$ cat src/rtl/crank_cam_gen_pkg.sv
// Shared types and constants for the crank/cam trigger-wheel generator.
package crank_cam_gen_pkg;

  typedef enum logic {
    IDLE = 1'b0,
    RUN  = 1'b1
  } state_e;

  localparam int PERIOD_MIN        = 2;
  localparam int DEF_TEETH_TOTAL   = 60;
  localparam int DEF_TEETH_MISSING = 2;
  localparam int DEF_START_SLOT    = 45;

endpackage

$ cat src/rtl/crank_cam_win.sv
// Single cam channel window: active inside [on, off), with wrap windows spilling into the next rev.
module crank_cam_win #(
  parameter int SLOT_W = 6
) (
  input  logic [SLOT_W-1:0] on,
  input  logic [SLOT_W-1:0] off,
  input  logic              rev_sel,
  input  logic [SLOT_W-1:0] slot,
  input  logic              rev,
  output logic              active
);

  always_comb begin
    active = 1'b0;
    if (on < off)
      active = (rev == rev_sel) && (slot >= on) && (slot < off);
    else if (on > off)
      // tail after the wrap belongs to the following revolution
      active = ((rev == rev_sel) && (slot >= on)) || ((rev != rev_sel) && (slot < off));
  end

endmodule

$ cat src/rtl/crank_cam_gen.sv
// Crank tooth (vr) and cam-phase generator for a TEETH_TOTAL-TEETH_MISSING trigger wheel.
// Optional macro CRANK_CAM_GEN_RAMP_EN adds per-revolution period ramping.
module crank_cam_gen
  import crank_cam_gen_pkg::*;
#(
  parameter  int TEETH_TOTAL   = DEF_TEETH_TOTAL,
  parameter  int TEETH_MISSING = DEF_TEETH_MISSING,
  parameter  int START_SLOT    = DEF_START_SLOT,
  parameter  int PRESC_W       = 8,
  parameter  int PER_W         = 16,
  parameter  int CAM_CH        = 2,
  localparam int SLOT_W        = $clog2(TEETH_TOTAL)
) (
  input  logic                     clk,
  input  logic                     rst,
  input  logic                     en,
  input  logic [PRESC_W-1:0]       presc_top,
  input  logic [PER_W-1:0]         period,
  input  logic [CAM_CH*SLOT_W-1:0] cam_on,
  input  logic [CAM_CH*SLOT_W-1:0] cam_off,
  input  logic [CAM_CH-1:0]        cam_rev,
`ifdef CRANK_CAM_GEN_RAMP_EN
  input  logic signed [PER_W-1:0]  ramp_step,
  input  logic [PER_W-1:0]         per_min,
  input  logic [PER_W-1:0]         per_max,
`endif
  output logic                     vr,
  output logic [CAM_CH-1:0]        cam,
  output logic [SLOT_W-1:0]        slot,
  output logic                     rev,
  output logic                     sync,
  output logic                     running
);

  localparam int REAL_SLOTS = TEETH_TOTAL - TEETH_MISSING;

  state_e              state, state_nx;
  logic [PRESC_W-1:0]  pcnt, pcnt_nx;
  logic [PER_W-1:0]    tcnt, tcnt_nx, shadow, shadow_nx, reload_raw, reload_val;
  logic [SLOT_W-1:0]   slot_nx;
  logic                rev_nx, sync_nx, vr_nx, upd;
  logic [CAM_CH-1:0]   cam_nx;

  function automatic logic [PER_W-1:0] clamp_per(input logic [PER_W-1:0] p);
    return (p < PER_W'(PERIOD_MIN)) ? PER_W'(PERIOD_MIN) : p;
  endfunction

`ifdef CRANK_CAM_GEN_RAMP_EN
  logic signed [PER_W+1:0] ramp_sum;
  assign ramp_sum = $signed({2'b00, shadow}) + $signed({{2{ramp_step[PER_W-1]}}, ramp_step});
  always_comb begin
    reload_raw = ramp_sum[PER_W-1:0];
    if (ramp_sum < $signed({2'b00, per_min}))
      reload_raw = per_min;
    else if (ramp_sum > $signed({2'b00, per_max}))
      reload_raw = per_max;
  end
`else
  assign reload_raw = period;
`endif
  assign reload_val = clamp_per(reload_raw);

  // The RUN datapath is not gated by en, so a wrap coinciding with en falling still completes.
  always_comb begin
    state_nx  = state;
    pcnt_nx   = pcnt;
    tcnt_nx   = tcnt;
    shadow_nx = shadow;
    slot_nx   = slot;
    rev_nx    = rev;
    sync_nx   = 1'b0;
    case (state)
      IDLE: if (en) begin
        state_nx  = RUN;
        shadow_nx = clamp_per(period);
      end
      RUN: begin
        if (!en) state_nx = IDLE;
        if (pcnt >= presc_top) begin
          pcnt_nx = '0;
          if (tcnt >= shadow - 1'b1) begin
            tcnt_nx = '0;
            if (slot == SLOT_W'(TEETH_TOTAL - 1)) begin
              slot_nx   = '0;
              rev_nx    = ~rev;
              sync_nx   = 1'b1;
              shadow_nx = reload_val;
            end else begin
              slot_nx = slot + 1'b1;
            end
          end else begin
            tcnt_nx = tcnt + 1'b1;
          end
        end else begin
          pcnt_nx = pcnt + 1'b1;
        end
      end
    endcase
  end

  assign vr_nx = (slot_nx < SLOT_W'(REAL_SLOTS)) && (tcnt_nx >= (shadow_nx >> 1));
  assign upd   = (state == RUN) || en;

  for (genvar g = 0; g < CAM_CH; g++) begin : g_cam
    crank_cam_win #(.SLOT_W(SLOT_W)) u_win (
      .on      (cam_on[g*SLOT_W +: SLOT_W]),
      .off     (cam_off[g*SLOT_W +: SLOT_W]),
      .rev_sel (cam_rev[g]),
      .slot    (slot_nx),
      .rev     (rev_nx),
      .active  (cam_nx[g])
    );
  end

  always_ff @(posedge clk or negedge rst) begin
    if (!rst) begin
      state  <= IDLE;
      pcnt   <= '0;
      tcnt   <= '0;
      shadow <= PER_W'(PERIOD_MIN);
      slot   <= SLOT_W'(START_SLOT);
      rev    <= 1'b0;
      sync   <= 1'b0;
      vr     <= 1'b0;
      cam    <= '0;
    end else begin
      state  <= state_nx;
      pcnt   <= pcnt_nx;
      tcnt   <= tcnt_nx;
      shadow <= shadow_nx;
      slot   <= slot_nx;
      rev    <= rev_nx;
      sync   <= sync_nx;
      if (upd) begin
        vr  <= vr_nx;
        cam <= cam_nx;
      end
    end
  end

  assign running = (state == RUN);

endmodule

$ cat config.mk
export PLATFORM = sky130hd
export DESIGN_NAME = crank_cam_gen
export DESIGN_NICKNAME = d
export VERILOG_FILES = /design/src/rtl/crank_cam_gen_pkg.sv /design/src/rtl/crank_cam_win.sv /design/src/rtl/crank_cam_gen.sv
export SDC_FILE = /design/constraint.sdc
export NUM_CORES = 1
export LEC_CHECK = 0
export BUFFER_PORTS_ARGS = -buffer_cell sky130_fd_sc_hd__buf_2
export CORE_ASPECT_RATIO = 0.9
export CORE_MARGIN = 2
export CORE_UTILIZATION = 53
export DETAILED_ROUTE_END_ITERATION = 8
export HOLD_SLACK_MARGIN = 0.05
export PLACE_DENSITY = 0.77
export SKIP_CTS_REPAIR_TIMING = 1
export SLEW_MARGIN = 10
export SYNTH_ARGS = -nofsm -noshare
export SYNTH_HDL_FRONTEND = slang
export SYNTH_HIERARCHICAL = 1
export SYNTH_SLANG_ARGS = --single-unit
$ cat constraint.sdc
create_clock -name clk -period 5.2 [get_ports clk]
set_input_delay 0.52 -clock clk [delete_from_list [all_inputs] [get_ports clk]]
set_output_delay 0.52 -clock clk [all_outputs]
set_load 0.01 [all_outputs]
Yosys cells after proc, flatten, opt, wreduce, memory -nomap -nowiden
Cells that the tools add are included.
- input bits: 53
- flip-flop bits (word level): 52
- output and inout port bits: 12
- logic and storage cells: 76
- bitwise logic cells: 2
- add/sub/neg operators: 4
- reductions and logical operators: 11
- multiplexer cells: 27
- eq/ne operators: 9
- order comparisons: 13
- operators by type and width (cell ; count):
    16-bit 2-to-1 mux ; 8
    16-bit one-hot mux with 2 select lines ; 1
    6-bit less-than comparator ; 4
    6-bit 2-to-1 mux ; 4
    16-bit by 1-bit adder with 16-bit output (second input constant) ; 1
    16-bit by 15-bit greater-or-equal comparator with 1-bit output ; 1
    16-bit greater-or-equal comparator ; 1
    16-bit by 2-bit less-than comparator with 1-bit output (second input constant) ; 1
    16-bit by 1-bit subtractor with 16-bit output (second input constant) ; 1
    1-bit 2-to-1 mux ; 13
    6-bit greater-or-equal comparator ; 2
    6-bit greater-than comparator ; 2
    8-bit by 1-bit adder with 8-bit output (second input constant) ; 1
    8-bit greater-or-equal comparator ; 1
    8-bit 2-to-1 mux ; 1
    1-bit logical AND ; 7
    6-bit by 1-bit adder with 6-bit output (second input constant) ; 1
    6-bit equality test (second input constant) ; 1
    6-bit less-than comparator (second input constant) ; 1
    2-bit by 1-bit inequality test with 1-bit output (second input constant) ; 3
    4-bit AND reduction ; 1
    1-bit logical OR ; 3
    1-bit equality test ; 2
    1-bit inequality test ; 2
    2 further kinds ; 3

Longest topological paths before layout
Gate-level depths: netlist of the first run.
- word-level depth: 10
- gate-level depth with buffers: 25
- depth with buffers taken out: 24

By module
The synthesis of the first run kept the hierarchy.
- modules (own cells, without submodules) (module ; instances ; cells an instance ; area an instance (µm²)):
    crank_cam_gen ; 1 ; 407 ; 3812.4
    crank_cam_win ; 2 ; 60 ; 430.4

Worst setup path before layout of the first run
No wires, ideal clock.
- path type: flip-flop to flip-flop
- start point: reg shadow[3]
- end point: reg vr
- arrival: 5.177 ns
- path buffers: 1
- library setup time: 0.168 ns
- slack: -0.146 ns
- stages on the path, launching flop included: 24
- cells stage by stage: dfrtp_1 > or4_1 > nor2_1 > nand2_1 > nor3_1 > nand2b_1 > nor3b_1 > xnor2_1 > ha_1 > nand4_1 > or3_4 > a2111oi_4 > nor3_4 > o31a_1 > buf_2 > a221oi_2 > ha_1 > a2111oi_0 > o21ai_0 > a31oi_1 > nor3_1 > o31ai_1 > a31o_2 > a31oi_1
- longest elaborated chain between the ends: 7
- elaborated cells on any way between the ends: 16
- RTL lines (item ; RTL line ; source):
    start: declaration ; crank_cam_gen.sv:39 ; logic [PER_W-1:0] tcnt, tcnt_nx, shadow, shadow_nx, reload_raw, reload_val;
    start signal: assignment ; crank_cam_gen.sv:120 ; shadow <= PER_W'(PERIOD_MIN);
    start signal: assignment ; crank_cam_gen.sv:130 ; shadow <= shadow_nx;
    16-bit by 1-bit subtractor with 16-bit output ; crank_cam_gen.sv:81 ; if (tcnt >= shadow - 1'b1) begin
    16-bit greater-or-equal comparator ; crank_cam_gen.sv:81 ;
    16-bit 2-to-1 mux or 6-bit 2-to-1 mux (tied branches) ; crank_cam_gen.sv:81 ;
    16-bit 2-to-1 mux or 6-bit 2-to-1 mux (tied branches) ; crank_cam_gen.sv:79 ; if (pcnt >= presc_top) begin
    16-bit one-hot mux with 2 select lines, or another cell as far along ; crank_cam_gen.sv:72 ; case (state)
    16-bit by 15-bit greater-or-equal comparator with 1-bit output or 6-bit less-than comparator (tied branches) ; crank_cam_gen.sv:101 ; assign vr_nx = (slot_nx < SLOT_W'(REAL_SLOTS)) && (tcnt_nx >= (shadow_nx >> 1));
    1-bit logical AND * ; crank_cam_gen.sv:101 ;
    end signal: assignment ; crank_cam_gen.sv:135 ; vr <= vr_nx;
    end: declaration ; crank_cam_gen.sv:27 ; output logic vr,
Mark *: on every way between the ends. The rest lies on a longest branch, timed or not. The select of a mux whose other input is x is not followed.
A chain may end at the register's enable or synchronous reset.

Final worst setup path of the first run
- start point: reg shadow[2]
- end point: reg vr
The elaborated chain is that of the path after synthesis.

==> results.toml, run 1 <==
[outcome]
status = "complete, but fails checks"
violations = "setup timing"

[timing]
worst_slack_ns = -0.192
setup_violations = 3
period_share = 1.04
period_needed_ns = 5.39
finalMaxSlewViolations = 0
grt_setup_unrepaired = "yes"
tightestPinTransition_ns = 1.01
fin_worst_skew_ns = 0.0133
fin_setup_tns_ns = -0.468
slew_headroom = 0.325
fmax_ghz = 0.185
hold_viol = 0

[pwr]
irDropWorstVdd_v = 0.000177
leakage_nw = 2.92
power_density_nw_per_um2 = 264

[synth]
synth_compound_area_frac = 0.177
synth_top_family_by_area = "adder cells"
synth_area_leaders = "dfrtp_1 25%, ha_1 21%, inv_1 4.1%"
synth_fa_ha_area_frac = 0.206
syn-mean-instance-area_um2 = 8.87
synthMostInstantiatedCell = "ha_1"
ys_warn_count = 6
synth_cell_types = 62
syn_inst = 527
synth_xor_area_frac = 0.0506
mappedNetlistArea_um2 = 4670
yosysSeqAreaShare = 0.280
synthArstFlopShare = 1.00
synth-simple-area-share = 0.175
synth.top_cells.by_count = "77 x ha_1, 51 x inv_1, 47 x dfrtp_1, 41 x nand2_1, 37 x nor2_1"
synth_ff_type = "dfrtp_1"
synth_top_area_frac = 0.252
ys_seq_elements = 52
synth.largest_area_cell = "dfrtp_1"
synth_mux_area_frac = 0.0522
synth_nets = 657
synth_edf_count = 0

[grt]
grt_start_max_net_pins = 53
grt_pass1_vias = 4350
grt_pass1_wl_mm = 20.7
antenna_found_initial = 0
grtUsageTotal = 0.272
overflow = 0

[placed_design]
dp_cells = 744
numPortBuffers = 64
gp_congestion = 0.968
dp_hpwl_mm = 9.90

[worst_setup_path]
cp.required_ns = 5.40
arrival_ns = 5.59
critical_path_class = "reg2reg"
reg2reg_slack_ns = -0.19
endpoint_kind = "register"
worstSetupStartpointType = "register"
critPathMaxFanout = 5

[route]
remaining_drc_errors = 0
drt-wirelength-per-cell_um = 17.0
via_per_inst = 5.93
drtIter0Drc = 317
antenna_left = 0
via_count = 4522
firstDrtPassIters = 5
drt-total-wl_mm = 13.0

[die]
core_area_um2 = 8570
rows = 32
die_w_um = 103
die_h_um = 93.1
start_util = 0.545
fp.dieArea_um2 = 9590
io_pins = 65

[clocking]
path_clk_slew_ns = 0.10
cts_sinks = 52
cts_tree = "yes"
htreeDepth = 2
clockRootBuffer = "clkbuf_8"
max-clock-path-buffers = 2
worstSkewPairLatency_ns = 0.31
cts_buffers = 5

[layout]
area_growth_pct = 26.1
drive_gt1_frac = 0.311
num_antenna_cells = 0
layoutNonFillerInstCount = 763
nets = 773

[run]
drv_cap = 0

[min_path]
hold_path.class = "in2async"
stage by stage:
step	hold WS, ns	power (mW)	util	cell area, um2	setup slack, ns
3_3_place_gp	0.509	1.17	0.636	5450	-0.149
6_report	0.330	1.56	0.688	5890	-0.192
2_1_floorplan	0.224	0.959	-	4690	-0.0888
5_1_grt	0.384	1.67	0.688	5890	-0.469
3_5_place_dp	0.507	1.21	0.636	5450	-0.419
4_1_cts	0.351	1.49	0.649	5560	-0.468
flip-flops by register name, summed over array words and instances (netlist names):
register	cells
pcnt	8
sync	1
shadow	16
cam	2
running	1
rev	1
slot	6
vr	1
tcnt	16
final timing paths:
path / cells after the start / start / end
max in group asynchronous: 2 / rst / shadow[2]
min: 2 / rst / pcnt[1]
min in group clk: 3 / period[0] / shadow[0]
max: 23 / shadow[2] / vr
min reg2reg: 1 / cam[1] / cam[1]
max reg2reg: 23 / shadow[2] / vr
metal layers:
metal  vias to the layer above  wire [um]  GRT usage
met4                         0        367     0.0811
met1                      2175       5530      0.356
met5                         -          0          0
met2                       177       6370      0.464
li1                       2139          -          -
met3                        31        737     0.0366
cells in the final DEF (no fill, tap or decap), drive strengths merged, types with 13 or more instances in the layout:
master	Yosys	layout
a21oi	35	35
buf	3	121
dfrtp	47	47
ha	77	77
inv	59	59
mux2i	15	15
nand2	41	41
nand2b	13	13
nand3	14	14
nand4	17	17
nor2	37	37
o21ai	29	29
xor2	15	15
cell families after synthesis:
kind of cell	after synthesis
and+or+nand+nor	161
AOI/OAI and AO/OA	117
adders and majority gates	77
buffers and inverters	71
DFF	52
xor gates and xnor gates	27
muxes	22
worst max-delay path: stages, from the launching register on:
cell	delay [ns]
dfrtp_1	0.40
or4_4	0.55
nor2_4	0.13
nand2_2	0.07
nor3_2	0.18
nand2b_1	0.14
nor4_2	0.33
xnor2_1	0.13
ha_1	0.32
nand4_1	0.11
or3_4	0.37
a2111oi_4	0.29
nor3_4	0.11
o31a_1	0.38
or2_4	0.31
buf_6	0.12
buf_4	0.15
mux2i_2	0.23
ha_1	0.30
nand3_1	0.09
o22ai_1	0.07
o31ai_2	0.28
a31o_2	0.19
a31oi_1	0.04
where the power goes:
part | internal [mW] | switching (mW)
Combinational | 0.327 | 0.375
Clock | 0.143 | 0.143
Sequential | 0.475 | 0.0958
Total | 0.945 | 0.613
area by class of cell:
class,instances,area (um2)
clock inverter,3,42.5
timing repair buffer,121,759
multi-input combinational,404,3340
fill,682,2680
inverter,59,221
tap,119,149
clock buffer,5,68.8
sequential,52,1310
Power figures use the tool's default switching activity.
==> run 2: changes to the inputs <==
==> constraint.sdc (replaced) <==
create_clock -name clk -period 5.2 [get_ports clk]
set_input_delay 0.26 -clock clk [delete_from_list [all_inputs] [get_ports clk]]
set_output_delay 0.26 -clock clk [all_outputs]
set_load 0.01 [all_outputs]
==> run 2 against run 1 <==
Net effect: the flow still finishes with violations (setup timing); non-clock buffer count is 1 higher; highest routed layer unchanged; critical path type unchanged; clock power hardly changed; sequential cell count stayed put; sequential power hardly changed; hold slack worse by 0.27 ns; largest cell class unchanged.
==> results.toml, run 2 (same netlist as run 1, synthesis figures left out) <==
[die]
fp.dieArea_um2 = 9590
io_pins = 65
start_util = 0.545
rows = 32
die_h_um = 93.1
die_w_um = 103
core_area_um2 = 8570

[placed_design]
numPortBuffers = 64
dp_hpwl_mm = 9.89
gp_congestion = 0.983
preCtsSetupSlack_ns = -0.395

[timing]
timing.hold.ws_ns = 0.0587
grt_setup_unrepaired = "yes"
period_share = 1.05
fmax_ghz = 0.183
fin_worst_skew_ns = 0.0114
slew_headroom = 0.364
fin_setup_tns_ns = -0.776
tightestPinTransition_ns = 0.954
setup_violations = 3
finalMaxSlewViolations = 0
worst_slack_ns = -0.267
hold_viol = 0
period_needed_ns = 5.47

[route]
drt-wirelength-per-cell_um = 17.2
remaining_drc_errors = 0
drt-total-wl_mm = 13.1
via_per_inst = 5.83
firstDrtPassIters = 5
drtIter0Drc = 302
via_count = 4452
antenna_left = 0

[layout]
area_growth_pct = 25.6
fin_util = 0.685
final_common_cell = "ha_1"
drive_gt1_frac = 0.302
num_antenna_cells = 0
nets = 774
reg.largest.list = "shadow (16), tcnt (16), pcnt (8)"
final_cell_mix = "73 x ha_1, 64 x buf_2, 55 x buf_4"

[worst_setup_path]
crit_chain = "or4_4 -> nor2_4 -> nand2_4 -> nor3_4 -> nand2b_1 -> nor4_2 -> xnor2_1 -> ha_1 -> nand4_1 -> or3_4 -> a2111oi_4 -> buf_4 -> o311ai_4 -> or3b_4 -> nand2_4 -> buf_12 -> ha_4 -> a21oi_2 -> o221a_2 -> or3b_1 -> a32oi_1 -> mux2_4"
cp.required_ns = 5.46
endpoint_kind = "register"
critical_path_class = "reg2reg"
path_delay_family = "simple AND/OR/NAND/NOR gates"
cp.depth = 22
timing.rr.start = "shadow[5]"
cpPeakStageDelay_ns = 0.56
reg2reg_slack_ns = -0.27
critPathMaxFanout = 6
r2r-end = "cam[1]"
arrival_ns = 5.73
crit_top_cell = "nand2_4"
cp_slowest_cell = "or4_4"
critPathBufInv = 2
worstSetupStartpointType = "register"
rr_worst_depth = 22

[pwr]
irDropWorstVdd_v = 0.000212
fin_total_pwr_mw = 1.55
power_density_nw_per_um2 = 264
leakage_nw = 2.94

[clocking]
htreeDepth = 2
cts_sinks = 52
cts_tree = "yes"
path_clk_slew_ns = 0.10
max-clock-path-buffers = 2
clockRootBuffer = "clkbuf_8"
worstSkewPairLatency_ns = 0.32
cts_buffers = 5

[grt]
grtUsageTotal = 0.265
grt_pass1_wl_mm = 20.1
grt_pass1_vias = 4196
overflow = 0
antenna_found_initial = 0
grt_start_max_net_pins = 53

[outcome]
status = "complete, but fails checks"
violations = "setup timing"

[min_path]
hold_path.class = "in2async"

[run]
drv_cap = 0
==> run 2: area by class of cell <==
cell class              instances  area, um2
flip-flops and latches         52       1310
inverters                      59        221
fillers                       681       2700
multi-input cells             404       3310
well taps                     119        149
clock buffers                   6       72.6
repair buffers                122        776
clock inverters                 2       35.0
==> run 2: per-stage QoR <==
stage / area (um2) / instances
3_5_place_dp: 5450 / 744
2_1_floorplan: 4690 / 527
6_report: 5870 / 764
5_1_grt: 5870 / 764
3_3_place_gp: 5450 / 744
4_1_cts: 5560 / 752
==> run 2: worst max path at each step <==
stage	from	end	slack, ns
final	shadow[5]	cam[1]	-0.27
after global routing	shadow[5]	cam[0]	-0.47
after CTS	shadow[5]	cam[0]	-0.43
after detailed placement	shadow[5]	cam[0]	-0.40
after global placement	shadow[5]	cam[0]	-0.16
after floorplan	shadow[3]	vr	-0.09
==> run 2: metal layers <==
| layer | vias to the layer above | share of wire | wire, um | GRT usage |
|---|---|---|---|---|
| li1 | 2152 | - | - | - |
| met1 | 2081 | 0.43 | 5600 | 0.354 |
| met2 | 188 | 0.49 | 6470 | 0.454 |
| met3 | 31 | 0.057 | 746 | 0.0336 |
| met4 | 0 | 0.023 | 297 | 0.0669 |
| met5 | - | 0 | 0 | 0 |
==> run 2: report_power, final <==
part / switching [mW] / internal, mW
sequential: 0.0961 / 0.475
combinational: 0.367 / 0.329
clock: 0.141 / 0.143
total: 0.605 / 0.947
